**config.mk**
```make
export PLATFORM = sky130hd
export DESIGN_NAME = shift_arbiter_flat
export DESIGN_NICKNAME = d
export VERILOG_FILES = /design/src/rtl/shift_arbiter_pkg.sv /design/src/rtl/shift_arbiter_if.sv /design/src/rtl/shift_arbiter_barrel.sv /design/src/rtl/shift_arbiter.sv /design/src/flat_wrapper.sv
export SDC_FILE = /design/constraint.sdc
export NUM_CORES = 1
export LEC_CHECK = 0
export BUFFER_PORTS_ARGS = -buffer_cell sky130_fd_sc_hd__clkbuf_2
export CAP_MARGIN = 20
export CORE_UTILIZATION = 60
export DETAILED_ROUTE_END_ITERATION = 16
export PLACE_DENSITY_LB_ADDON = 0.08
export REMOVE_ABC_BUFFERS = 1
export SLEW_MARGIN = 20
export SYNTH_ARGS = -nofsm -noshare
export SYNTH_HDL_FRONTEND = slang
export SYNTH_SLANG_ARGS = --single-unit
```
**constraint.sdc**
```tcl
create_clock -name clk -period 3.9 [get_ports clk]
set_input_delay 0.195 -clock clk [delete_from_list [all_inputs] [get_ports clk]]
set_output_delay 0.195 -clock clk [all_outputs]
set_load 0.1 [all_outputs]
```
**src/rtl/shift_arbiter_pkg.sv**
```systemverilog
// Shared types for the two-port shift arbiter.
// Op codes, FSM encoding, widths and a bit-reverse helper.
package shift_pkg;

   localparam int WIDTH   = 32;
   localparam int SHAMT_W = 5;

   typedef enum logic [1:0] {
      OP_SRL = 2'b00,
      OP_SRA = 2'b01,
      OP_SLL = 2'b10,
      OP_ROR = 2'b11
   } op_e;

   typedef enum logic [1:0] {
      IDLE  = 2'b00,
      PASS2 = 2'b01,
      RESP  = 2'b10
   } state_e;

   function automatic logic [WIDTH-1:0] rev(
      input logic [WIDTH-1:0] v
   );
      logic [WIDTH-1:0] r;
      for (int i = 0; i < WIDTH; i++)
         r[i] = v[WIDTH-1-i];
      return r;
   endfunction

endpackage

```
**src/rtl/shift_arbiter_if.sv**
```systemverilog
// Request/response bundle between the two requesters and the arbiter.
// master = requesters plus response consumer, slave = shift_arbiter.
interface shift_arbiter_if;

   logic                                 req0_valid;
   logic                                 req0_ready;
   shift_pkg::op_e                       req0_op;
   logic [shift_pkg::WIDTH-1:0]          req0_a;
   logic [shift_pkg::SHAMT_W-1:0]        req0_shamt;

   logic                                 req1_valid;
   logic                                 req1_ready;
   shift_pkg::op_e                       req1_op;
   logic [shift_pkg::WIDTH-1:0]          req1_a;
   logic [shift_pkg::SHAMT_W-1:0]        req1_shamt;

   logic                                 rsp_valid;
   logic                                 rsp_ready;
   logic [shift_pkg::WIDTH-1:0]          rsp_data;
   logic                                 rsp_id;

   modport master (
      output req0_valid, req0_op, req0_a, req0_shamt,
      output req1_valid, req1_op, req1_a, req1_shamt,
      output rsp_ready,
      input  req0_ready, req1_ready,
      input  rsp_valid, rsp_data, rsp_id
   );

   modport slave (
      input  req0_valid, req0_op, req0_a, req0_shamt,
      input  req1_valid, req1_op, req1_a, req1_shamt,
      input  rsp_ready,
      output req0_ready, req1_ready,
      output rsp_valid, rsp_data, rsp_id
   );

endinterface

```
**src/rtl/shift_arbiter_barrel.sv**
```systemverilog
// 32-bit right-only logarithmic barrel shifter.
// make_up is the fill bit shifted in from the top.
module barrelshifter_32
   import shift_pkg::*;
(
   input  logic [WIDTH-1:0]   din,
   input  logic [SHAMT_W-1:0] amt,
   input  logic               make_up,
   output logic [WIDTH-1:0]   dout
);

   logic [WIDTH-1:0] stg [0:SHAMT_W];

   assign stg[0] = din;

   for (genvar k = 0; k < SHAMT_W; k++) begin : g_stage
      localparam int S = 1 << k;
      assign stg[k+1] = amt[k]
         ? {{S{make_up}}, stg[k][WIDTH-1:S]}
         : stg[k];
   end

   assign dout = stg[SHAMT_W];

endmodule

```
**src/rtl/shift_arbiter.sv**
```systemverilog
// Two-port round-robin arbiter sharing one right barrel shifter.
// Define SHIFT_ROR_EN to enable two-pass ROR; otherwise op 11 acts as SRL.
module shift_arbiter
   import shift_pkg::*;
(
   input  logic          clk,
   input  logic          rst,
   shift_arbiter_if.slave bus
);

   state_e               state;
   logic                 last_grant;
   logic                 acc_en;
   logic                 g0;
   logic                 g1;
   logic                 accept;
   logic                 sel;
   op_e                  op_s;
   logic [WIDTH-1:0]     a_s;
   logic [SHAMT_W-1:0]   sh_s;
   logic [WIDTH-1:0]     sh_in;
   logic [SHAMT_W-1:0]   sh_amt;
   logic                 sh_mu;
   logic [WIDTH-1:0]     sh_out;
   logic [WIDTH-1:0]     result;
   logic                 rsp_valid_q;
   logic [WIDTH-1:0]     rsp_data_q;
   logic                 rsp_id_q;
`ifdef SHIFT_ROR_EN
   logic [WIDTH-1:0]     part;
   logic [WIDTH-1:0]     a_q;
   logic [SHAMT_W-1:0]   shamt_q;
`endif

   assign acc_en = (state == IDLE) |
                   ((state == RESP) & bus.rsp_ready);

   // a tie goes to the port that did not win last time
   assign g0 = bus.req0_valid & (~bus.req1_valid | last_grant);
   assign g1 = bus.req1_valid & (~bus.req0_valid | ~last_grant);

   assign bus.req0_ready = acc_en & g0 & ~rst;
   assign bus.req1_ready = acc_en & g1 & ~rst;

   assign accept = acc_en & (g0 | g1) & ~rst;
   assign sel    = g1;

   assign op_s = sel ? bus.req1_op    : bus.req0_op;
   assign a_s  = sel ? bus.req1_a     : bus.req0_a;
   assign sh_s = sel ? bus.req1_shamt : bus.req0_shamt;

   // shifter operand mux; SLL rides the right shifter via bit reversal
   always_comb begin
      sh_in  = a_s;
      sh_amt = sh_s;
      sh_mu  = 1'b0;
      case (op_s)
         OP_SRA:  sh_mu = a_s[WIDTH-1];
         OP_SLL:  sh_in = rev(a_s);
         default: ;
      endcase
`ifdef SHIFT_ROR_EN
      if (state == PASS2) begin
         sh_in  = rev(a_q);
         sh_amt = SHAMT_W'(0) - shamt_q;
         sh_mu  = 1'b0;
      end
`endif
   end

   barrelshifter_32 u_shift (
      .din     (sh_in),
      .amt     (sh_amt),
      .make_up (sh_mu),
      .dout    (sh_out)
   );

   assign result = (op_s == OP_SLL) ? rev(sh_out) : sh_out;

   // FSM, round-robin pointer and registered response
   always_ff @(posedge clk) begin
      if (rst) begin
         state       <= IDLE;
         last_grant  <= 1'b1;
         rsp_valid_q <= 1'b0;
         rsp_data_q  <= '0;
         rsp_id_q    <= 1'b0;
`ifdef SHIFT_ROR_EN
         part        <= '0;
         a_q         <= '0;
         shamt_q     <= '0;
`endif
      end else begin
         case (state)
`ifdef SHIFT_ROR_EN
            PASS2: begin
               rsp_data_q  <= part | rev(sh_out);
               rsp_valid_q <= 1'b1;
               state       <= RESP;
            end
`endif
            default: begin
               if (accept) begin
                  last_grant <= sel;
                  rsp_id_q   <= sel;
`ifdef SHIFT_ROR_EN
                  if (op_s == OP_ROR) begin
                     part        <= sh_out;
                     a_q         <= a_s;
                     shamt_q     <= sh_s;
                     rsp_valid_q <= 1'b0;
                     state       <= PASS2;
                  end else
`endif
                  begin
                     rsp_data_q  <= result;
                     rsp_valid_q <= 1'b1;
                     state       <= RESP;
                  end
               end else if ((state == RESP) & bus.rsp_ready) begin
                  rsp_valid_q <= 1'b0;
                  state       <= IDLE;
               end
            end
         endcase
      end
   end

   assign bus.rsp_valid = rsp_valid_q;
   assign bus.rsp_data  = rsp_data_q;
   assign bus.rsp_id    = rsp_id_q;

endmodule

```
**src/flat_wrapper.sv**
```systemverilog
// flat-port wrapper written by rule: the top's interface ports become plain ports
module shift_arbiter_flat import shift_pkg::*;
  (clk, rst, bus_req0_valid, bus_req0_op, bus_req0_a, bus_req0_shamt, bus_req1_valid, bus_req1_op, bus_req1_a, bus_req1_shamt, bus_rsp_ready, bus_req0_ready, bus_req1_ready, bus_rsp_valid, bus_rsp_data, bus_rsp_id);
  shift_arbiter_if bus_i ();
  input  logic clk;
  input  logic rst;
  input wire logic [$bits(bus_i.req0_valid)-1:0] bus_req0_valid;
  input wire logic [$bits(bus_i.req0_op)-1:0] bus_req0_op;
  input wire logic [$bits(bus_i.req0_a)-1:0] bus_req0_a;
  input wire logic [$bits(bus_i.req0_shamt)-1:0] bus_req0_shamt;
  input wire logic [$bits(bus_i.req1_valid)-1:0] bus_req1_valid;
  input wire logic [$bits(bus_i.req1_op)-1:0] bus_req1_op;
  input wire logic [$bits(bus_i.req1_a)-1:0] bus_req1_a;
  input wire logic [$bits(bus_i.req1_shamt)-1:0] bus_req1_shamt;
  input wire logic [$bits(bus_i.rsp_ready)-1:0] bus_rsp_ready;
  output wire logic [$bits(bus_i.req0_ready)-1:0] bus_req0_ready;
  output wire logic [$bits(bus_i.req1_ready)-1:0] bus_req1_ready;
  output wire logic [$bits(bus_i.rsp_valid)-1:0] bus_rsp_valid;
  output wire logic [$bits(bus_i.rsp_data)-1:0] bus_rsp_data;
  output wire logic [$bits(bus_i.rsp_id)-1:0] bus_rsp_id;
  assign bus_i.req0_valid = bus_req0_valid;
  assign bus_i.req0_op = bus_req0_op;
  assign bus_i.req0_a = bus_req0_a;
  assign bus_i.req0_shamt = bus_req0_shamt;
  assign bus_i.req1_valid = bus_req1_valid;
  assign bus_i.req1_op = bus_req1_op;
  assign bus_i.req1_a = bus_req1_a;
  assign bus_i.req1_shamt = bus_req1_shamt;
  assign bus_i.rsp_ready = bus_rsp_ready;
  assign bus_req0_ready = bus_i.req0_ready;
  assign bus_req1_ready = bus_i.req1_ready;
  assign bus_rsp_valid = bus_i.rsp_valid;
  assign bus_rsp_data = bus_i.rsp_data;
  assign bus_rsp_id = bus_i.rsp_id;
  shift_arbiter u_core (.clk(clk), .rst(rst), .bus(bus_i));
endmodule
```
==> results.toml, run 1 <==
[timing]
grt_setup_unrepaired = "false"
worst_pin_slew_ps = 870
fmax_mhz = 310
finalSetupViolations = 0
relSlewSlack = 0.419
whs_ps = 221
skew_ps = 4.95
min_period_ps = 3220
setup_tns_ps = 0
hold_violations = 0
slew_violations = 0
post-route-period-util = 0.826
worst_slack_ps = 679

[min_path]
hp-class = "input pin to register"

[synth]
synth-compound-area-share = 0.295
ys_warn_count = 0
synth_top_family_by_area = "compound AO/OA/AOI/OAI gates"
synth.avg_cell_area_um2 = 7.79
yosysSeqAreaShare = 0.142
yosysUniqueCellTypes = 75
syn_area_um2 = 4940
synthSimpleGateAreaFrac = 0.194
synth_edf_count = 0
synthArstFlopShare = 0
synth_fa_ha_area_frac = 0.00405
synth_xor_xnor_area_share = 0.00354
synthMuxAreaShare = 0.281
syn_inst = 635
synth_top_flop_cell = "dfxtp_1"
ys_ff_latch = 35

[place]
gp_congestion = 1.08
place_worst_setup_slack_ps = 555
place_inst = 821
dpl-instance-area_um2 = 5440
dp_hpwl_um = 14200
place.port_buffers = 118

[layout]
fin_area_um2 = 5540
layout-drive-gt1-share = 0.264
final_util = 0.706
nets = 809
final_cell_count_no_fill = 829
ff_latch_area_um2 = 701
syn2layout_area_growth_pct = 12.1
antennaDiodeCount = 0
multi_input_area_um2 = 3840
n_fill_cell = 680

[setup_path]
cp.arrival_ps = 3440
worstSetupPathType = "register to register"
critPathCaptureType = "register"
start_kind = "register"
required_ps = 4120
path_max_fanout = 20

[routing]
drt_pass1_iterations = 6
via_per_inst = 7.16
num_vias = 5933
antenna_left = 0
wl_um = 18200
drc = 0
wl_per_cell_um = 21.9
drt-initial-drc-count = 743

[clock_tree]
ctsResizeCount = 0
postCtsHoldBufs = 0
cts-root-buf = "clkbuf_8"
htree_levels = 2
cts_tree = "built"
path_clk_slew_ps = 70
ctsLongestPathBuffers = 2
cts_sinks = 35
numCtsBuffers = 5
clk_latency_ps = 290
post_cts_buffers = 0

[global_route]
grt_overflow = 0
grt_antenna_before_repair = 0
grt_usage = 0.422
grt_pass1_vias = 5561
grt_pass1_wl_um = 28400
grt_max_degree = 32

[power]
vdd_ir_drop_max_mv = 0.368
power_mw = 2.11
cellPowerDensity_nw_per_um2 = 381
p_leak_nw = 2.40

[die]
rows = 32
core_um2 = 7850
ios = 119
die_h_um = 92.8
die_w_um = 92.8
dieArea_um2 = 8610
start_util = 0.630

[job]
cap_violations = 0

[outcome]
status = "completed"
==> routing by layer <==
layer,vias to the layer above,routed length [µm],GRT usage
li1,2650,-,-
met1,2704,7290,0.572
met2,510,7870,0.646
met3,69,2410,0.107
met4,0,581,0.147
met5,-,0,0
==> cells by family (layout without fill, tap and decap cells) <==
| group | Yosys count | count (layout) |
|---|---|---|
| mux | 110 | 110 |
| fa+ha+maj | 2 | 2 |
| buf+inv | 63 | 155 |
| compound gates | 208 | 208 |
| flops | 35 | 35 |
| xor+xnor | 2 | 2 |
| simple gates | 215 | 215 |
==> cell usage in the layout, fill, tap and decap left out, types with 3 or more instances in the layout <==
master,n
a311oi_1,3
nand2b_1,4
clkbuf_2,118
o211ai_1,5
dfxtp_1,35
a211o_1,3
a21oi_1,31
and2_1,4
mux2i_1,80
mux2i_4,4
o221ai_1,6
o21bai_1,3
a221o_1,7
mux4_2,15
nor3_1,28
a21oi_2,3
mux2_2,6
buf_4,19
a31oi_1,12
nor2_1,63
a22oi_1,7
and3_1,4
a211oi_1,7
o21ai_0,23
o22ai_1,45
inv_1,10
nand2_1,85
a221oi_2,3
nand3_1,10
a32oi_1,6
clkbuf_8,7
a32o_1,3
nor3b_1,3
o21ai_1,12
==> critical path: stages, from the launching register on <==
cell and delay [ps]:
dfxtp_1 380, a21bo_1 460, nand2_1 540, o22ai_1 330, nor2_1 110, a21oi_1 230, mux2i_1 150, a222oi_1 620
o21ai_0 170, a21oi_1 170
==> flip-flops by register name (all words and copies together), names as in the netlist <==
name / cells
u_core.bus.rsp_data: 32
u_core.last_grant: 1
u_core.bus.rsp_id: 1
u_core.state: 1
==> worst paths after layout <==
| path | from | endpoint | slack (ps) | depth (start not counted) |
|---|---|---|---|---|
| max | u_core.last_grant | u_core.bus.rsp_data[16] | 680 | 9 |
| min reg2reg | u_core.bus.rsp_data[31] | u_core.bus.rsp_data[31] | 470 | 2 |
| max reg2reg | u_core.last_grant | u_core.bus.rsp_data[16] | 680 | 9 |
| min | bus_req0_valid | u_core.last_grant | 220 | 3 |
==> report_power, final <==
group / internal, mW / leakage [nW] / total, mW / switching (mW)
sequential: 0.414 / 0.289 / 0.446 / 0.0322
clock: 0.161 / 0.0515 / 0.291 / 0.130
combinational: 0.376 / 2.06 / 1.37 / 0.999
total: 0.951 / 2.40 / 2.11 / 1.16
==> cell type report <==
cell class | instances | share of cell area
multi-input combinational | 537 | 0.694
timing repair buffer | 137 | 0.132
tap | 102 | 0.0230
sequential | 35 | 0.126
inverter | 10 | 0.00677
clock buffer | 8 | 0.0181
==> cell usage after synthesis (all sizes together) (5+ instances only) <==
cell,count,area (µm²)
mux2i,86,915
nor3,28,140
nand3,10,50.1
dfxtp,35,701
a32oi,6,52.6
buf,37,302
nor2,65,249
o21ai,36,184
clkbuf,16,63.8
a31oi,12,75.1
nand2,85,319
a211oi,8,65.1
inv,10,37.5
a221o,7,70.1
a221oi,5,62.6
o221ai,6,52.6
mux2,7,82.6
a21oi,34,181
a22oi,7,52.6
o22ai,47,307
o211ai,5,37.5
mux4,17,390
Note: power is estimated with default switching activity, not from simulation.
==> run 2, diff against run 1 <==
ABC_AREA = 1   (was unset)
CORE_UTILIZATION = 55   (was 60)
clock period = 3.05 ns   (was 3.9 ns; I/O delays follow)
==> run 2 against run 1 <==
Compared with the run above:
- synthesized cell count up 33%
- area after synthesis down 8.6%
- critical endpoint is now u_core.bus.rsp_data[0]
- clock power up 29%
- maximum frequency up 17%
- design area down 7.5%
==> results.toml, run 2 <==
[routing]
drt_pass1_iterations = 6
via_per_inst = 6.16
drc = 0
wl_per_cell_um = 15.3
wl_um = 15600
drt-initial-drc-count = 669
num_vias = 6271
antenna_left = 0

[clock_tree]
numCtsBuffers = 5
postCtsHoldBufs = 0
cts_tree = "built"
ctsResizeCount = 0
path_clk_slew_ps = 70
htree_levels = 2
ctsLongestPathBuffers = 2
clk_latency_ps = 290
post_cts_buffers = 0
cts-root-buf = "clkbuf_8"
cts_sinks = 35

[layout]
final_util = 0.654
antennaDiodeCount = 0
largest_reg_flops = 32
final_common_cell = "nand3_1"
nets = 998
layout-drive-gt1-share = 0.171
final_cell_count_no_fill = 1018
syn2layout_area_growth_pct = 13.5
final_cell_mix = "nand3_1 (392), nand2_1 (198), clkbuf_2 (118)"

[timing]
relSlewSlack = 0.336
finalSetupViolations = 0
post-route-period-util = 0.899
hold_violations = 0
min_period_ps = 2740
grt_setup_unrepaired = "false"
skew_ps = 6.12
setup_tns_ps = 0
fmax_mhz = 365
slew_violations = 0
worst_pin_slew_ps = 995

[outcome]
status = "completed"

[die]
dieArea_um2 = 8580
start_util = 0.576
ios = 119
die_h_um = 92.6
rows = 32
die_w_um = 92.6
core_um2 = 7850

[synth]
synth.largest_area_cell = "nand3_1"
ys_ff_latch = 35
syn_inst = 842
yosysSeqAreaShare = 0.155
synthArstFlopShare = 0
yosysTopAreaCellShare = 0.434
synth.avg_cell_area_um2 = 5.37
yosysMostFrequentCell = "nand3_1"
yosysUniqueCellTypes = 21
synth_top_flop_cell = "dfxtp_1"
synthTopCellsByArea = "nand3_1 (43%), nand2_1 (16%), dfxtp_1 (16%), inv_1 (4.3%), a21oi_1 (3.7%)"
synth_edf_count = 0
ys_top_cells_by_count = "nand3_1 (392), nand2_1 (198), inv_1 (52), dfxtp_1 (35), a21oi_1 (33)"
ys_warn_count = 0
syn_area_um2 = 4520

[global_route]
grt_usage = 0.364
grt_max_degree = 42
grt_overflow = 0
grt_pass1_vias = 5602
grt_antenna_before_repair = 0
grt_pass1_wl_um = 25600

[place]
place_inst = 1010
dp_hpwl_um = 11400
gp_congestion = 0.976
place.port_buffers = 118

[min_path]
hp-start = "bus_rsp_ready"
hold-path-cell-count = 4
hp-class = "input pin to register"
min_to = "u_core.state[1]"

[setup_path]
max_stage_delay_ps = 400
r2r_cells = 13
r2r_start = "u_core.last_grant"
crit_path_frequent_cell = "nand2_1"
reg2reg_to = "u_core.bus.rsp_data[0]"
cp_cell_sequence = "nand2_4 > nand2_8 > buf_4 > o21ai_2 > inv_2 > nand2_1 > nand2_1 > nand2_1 > nand2_1 > nand2_1 > nand3_1 > nand3_1 > a21oi_1"
path_max_fanout = 33
start_kind = "register"
cp.arrival_ps = 2960
critPathCaptureType = "register"
required_ps = 3270
critPathSlowestCell = "inv_2"
r2r_slack_ps = 310
worstSetupPathType = "register to register"

[power]
power_mw = 2.43
cellPowerDensity_nw_per_um2 = 473
vdd_ir_drop_max_mv = 0.420
p_leak_nw = 2.71

[job]
cap_violations = 0
run 2: power breakdown:
group	leakage, nW	switching (mW)	internal [mW]	total, mW
logic	2.37	1.12	0.398	1.52
registers	0.287	0.0250	0.503	0.528
clock network	0.0515	0.169	0.206	0.376
total	2.71	1.32	1.11	2.43
run 2: worst max-delay path by stage:
| stage | slack, ps | startpoint | endpoint |
|---|---|---|---|
| floorplan | -560 | u_core.state[1] | u_core.bus.rsp_data[18] |
| global placement | 400 | bus_req1_valid | u_core.bus.rsp_data[23] |
| detailed placement | 230 | bus_req1_valid | u_core.bus.rsp_data[27] |
| CTS | 310 | u_core.last_grant | u_core.bus.rsp_data[0] |
| global route | 50 | u_core.last_grant | u_core.bus.rsp_data[14] |
| finish | 310 | u_core.last_grant | u_core.bus.rsp_data[0] |
run 2: kinds of logic (layout without fill, tap and decap cells):
kind of cell | count (synthesis) | count (layout) | share of synthesized area
AND/OR/NAND/NOR | 627 | 627 | 0.659
flip-flops | 35 | 35 | 0.155
buffers and inverters | 123 | 197 | 0.120
AO/OA/AOI/OAI | 57 | 57 | 0.0664
run 2: final cells by class:
type,count,area (µm²)
fill,788,2720
inverter,56,210
multi-input combinational,684,3290
sequential,35,701
timing repair buffer,133,703
clock buffer,8,100
tap,102,128
run 2: worst max-delay path, delay by kind of cell, from the launching register on:
family,cells,cell delay (ps)
buf+inv,2,740
flops,1,390
compound gates,2,290
simple gates,9,1220
run 2: metal layers:
layer | routed length (µm) | up-vias | GRT usage
met1 | 6600 | 2806 | 0.467
met4 | 494 | 0 | 0.126
li1 | - | 3036 | -
met3 | 1350 | 48 | 0.0567
met2 | 7160 | 381 | 0.617
met5 | 0 | - | 0
run 2: through the flow:
step	instance area [µm²]	hold slack [ps]	setup slack (ps)
floorplan	4190	222	-561
global placement	5020	452	396
detailed placement	5020	457	235
CTS	5120	179	313
global route	5130	187	53.8
finish	5130	170	309
==> run 3, diff against run 2 <==
PLACE_DENSITY = 0.86   (was unset)
PLACE_DENSITY_LB_ADDON = unset   (was 0.08)
==> run 3 against run 2 <==
Compared with the run above:
- global-route usage fell by 4.7 points
- die area did not move
- wire length fell by 13%
- combinational power fell by 3%
- first-iteration DRC count rose by 18%
- critical endpoint is now u_core.bus.rsp_data[16]
- core utilization rose by 0.22 points
==> results.toml, run 3 (synthesis results as in run 2) <==
[timing]
relSlewSlack = 0.524
post-route-period-util = 0.898
worst_pin_slew_ps = 715
skew_ps = 10.8
grt_setup_unrepaired = "false"
slew_violations = 0
finalSetupViolations = 0
fmax_mhz = 365
whs_ps = 166
min_period_ps = 2740
hold_violations = 0

[place]
dpl-instance-area_um2 = 5050
gp_congestion = 0.992
dp_hpwl_um = 10200
place.port_buffers = 118

[setup_path]
start_kind = "register"
reg2reg_to = "u_core.bus.rsp_data[16]"
max_stage_delay_ps = 390
crit_buf_inv = 1
r2r_cells = 17
critPathSlowestCell = "dfxtp_1"
r2r_start = "u_core.last_grant"
crit_path_frequent_cell = "nand2_1"
cp.arrival_ps = 2950
worstSetupPathType = "register to register"
cp_cell_sequence = "nand2_4 > nand2_8 > nand2_2 > nand2_4 > buf_4 > nand3_1 > nand3_1 > nand3_1 > nand2_1 > nand2_1 > nand2_1 > nand2_1 > nand2_1 > nand2_1 > nand3_1 > nand3_1 > a21oi_1"
crit_path_start = "u_core.last_grant"
path_delay_family = "simple AND/OR/NAND/NOR gates"
critPathCaptureType = "register"
cp.depth = 17
required_ps = 3270
endpoint = "u_core.bus.rsp_data[16]"
path_max_fanout = 44
r2r_slack_ps = 310

[routing]
via_per_inst = 5.91
drc = 0
wl_um = 13500
wl_per_cell_um = 13.2
antenna_left = 0
drt_pass1_iterations = 6
num_vias = 6033
drt-initial-drc-count = 787

[power]
power_mw = 2.35
p_leak_nw = 2.73
cellPowerDensity_nw_per_um2 = 456
vdd_ir_drop_max_mv = 0.404

[layout]
antennaDiodeCount = 0
n_fill_cell = 828
nets = 1002
fin_area_um2 = 5150
largest_reg_flops = 32
final_common_cell = "nand3_1"
syn2layout_area_growth_pct = 13.9
final_cell_mix = "nand3_1 (392), nand2_1 (198), clkbuf_2 (118)"
layout-drive-gt1-share = 0.175

[global_route]
grt_pass1_vias = 5076
grt_antenna_before_repair = 0
grt_pass1_wl_um = 22700
grt_max_degree = 51
grt_usage = 0.317
grt_overflow = 0

[clock_tree]
clk_latency_ps = 290
path_clk_slew_ps = 70
htree_levels = 2
numCtsBuffers = 5
postCtsHoldBufs = 0
cts-root-buf = "clkbuf_8"
ctsLongestPathBuffers = 2
cts_sinks = 35
cts_tree = "built"
post_cts_buffers = 0

[die]
dieArea_um2 = 8580
core_um2 = 7850
die_w_um = 92.6
rows = 32
die_h_um = 92.6
ios = 119
start_util = 0.576

[job]
cap_violations = 0

[outcome]
status = "completed"

[min_path]
hp-class = "input pin to register"
==> run 3: where the power goes <==
part	leakage (nW)	switching, mW	internal, mW	total, mW
logic	2.39	1.08	0.404	1.48
registers	0.287	0.0241	0.503	0.527
clock network	0.0470	0.160	0.177	0.337
==> run 3: timing repair <==
action / 4_1_cts / 5_1_grt
gates resized for setup: 0 / 1
endpoints found under the hold margin: 0 / 0
setup endpoints to repair: 0 / 7
==> run 3: how the worst min path moves through the flow <==
stage	from	to	slack [ps]	cells after the start
floorplan	rst	u_core.bus.rsp_data[0]	220	1
global placement	u_core.bus.rsp_data[31]	u_core.bus.rsp_data[31]	450	2
detailed placement	u_core.bus.rsp_data[15]	u_core.bus.rsp_data[15]	460	2
CTS	bus_rsp_ready	u_core.state[1]	170	4
global route	bus_rsp_ready	u_core.state[1]	190	4
finish	bus_rsp_ready	u_core.state[1]	170	4
==> run 3: layout make-up <==
type                       instances  area, µm²  area share
timing repair buffer             137        733       0.142
clock buffer                       6       82.6      0.0160
inverter                          56        210      0.0408
sequential                        35        701       0.136
clock inverter                     1       5.00    0.000973
multi-input combinational        684       3290       0.639
tap                              102        128      0.0248
==> run 3: stage by stage <==
stage | TNS (ps) | setup slack [ps] | instances | util
5_1_grt | 0 | 35.7 | 1021 | 0.656
3_3_place_gp | 0 | 415 | 1014 | 0.643
4_1_cts | 0 | 308 | 1021 | 0.655
6_report | 0 | 312 | 1021 | 0.656
3_5_place_dp | 0 | 335 | 1014 | 0.643
2_1_floorplan | -17860 | -561 | 775 | -
==> run 3: metal layers <==
layer | wire [µm] | global-route usage | vias to the layer above
met4 | 399 | 0.109 | 0
li1 | - | - | 3040
met5 | 0 | 0 | -
met1 | 5820 | 0.432 | 2603
met2 | 6020 | 0.511 | 349
met3 | 1280 | 0.0419 | 41
==> run 3: tightest hold or removal path, delay by kind of cell <==
family        cells  cell delay [ps]
simple gates      3              170
buf+inv           1               80
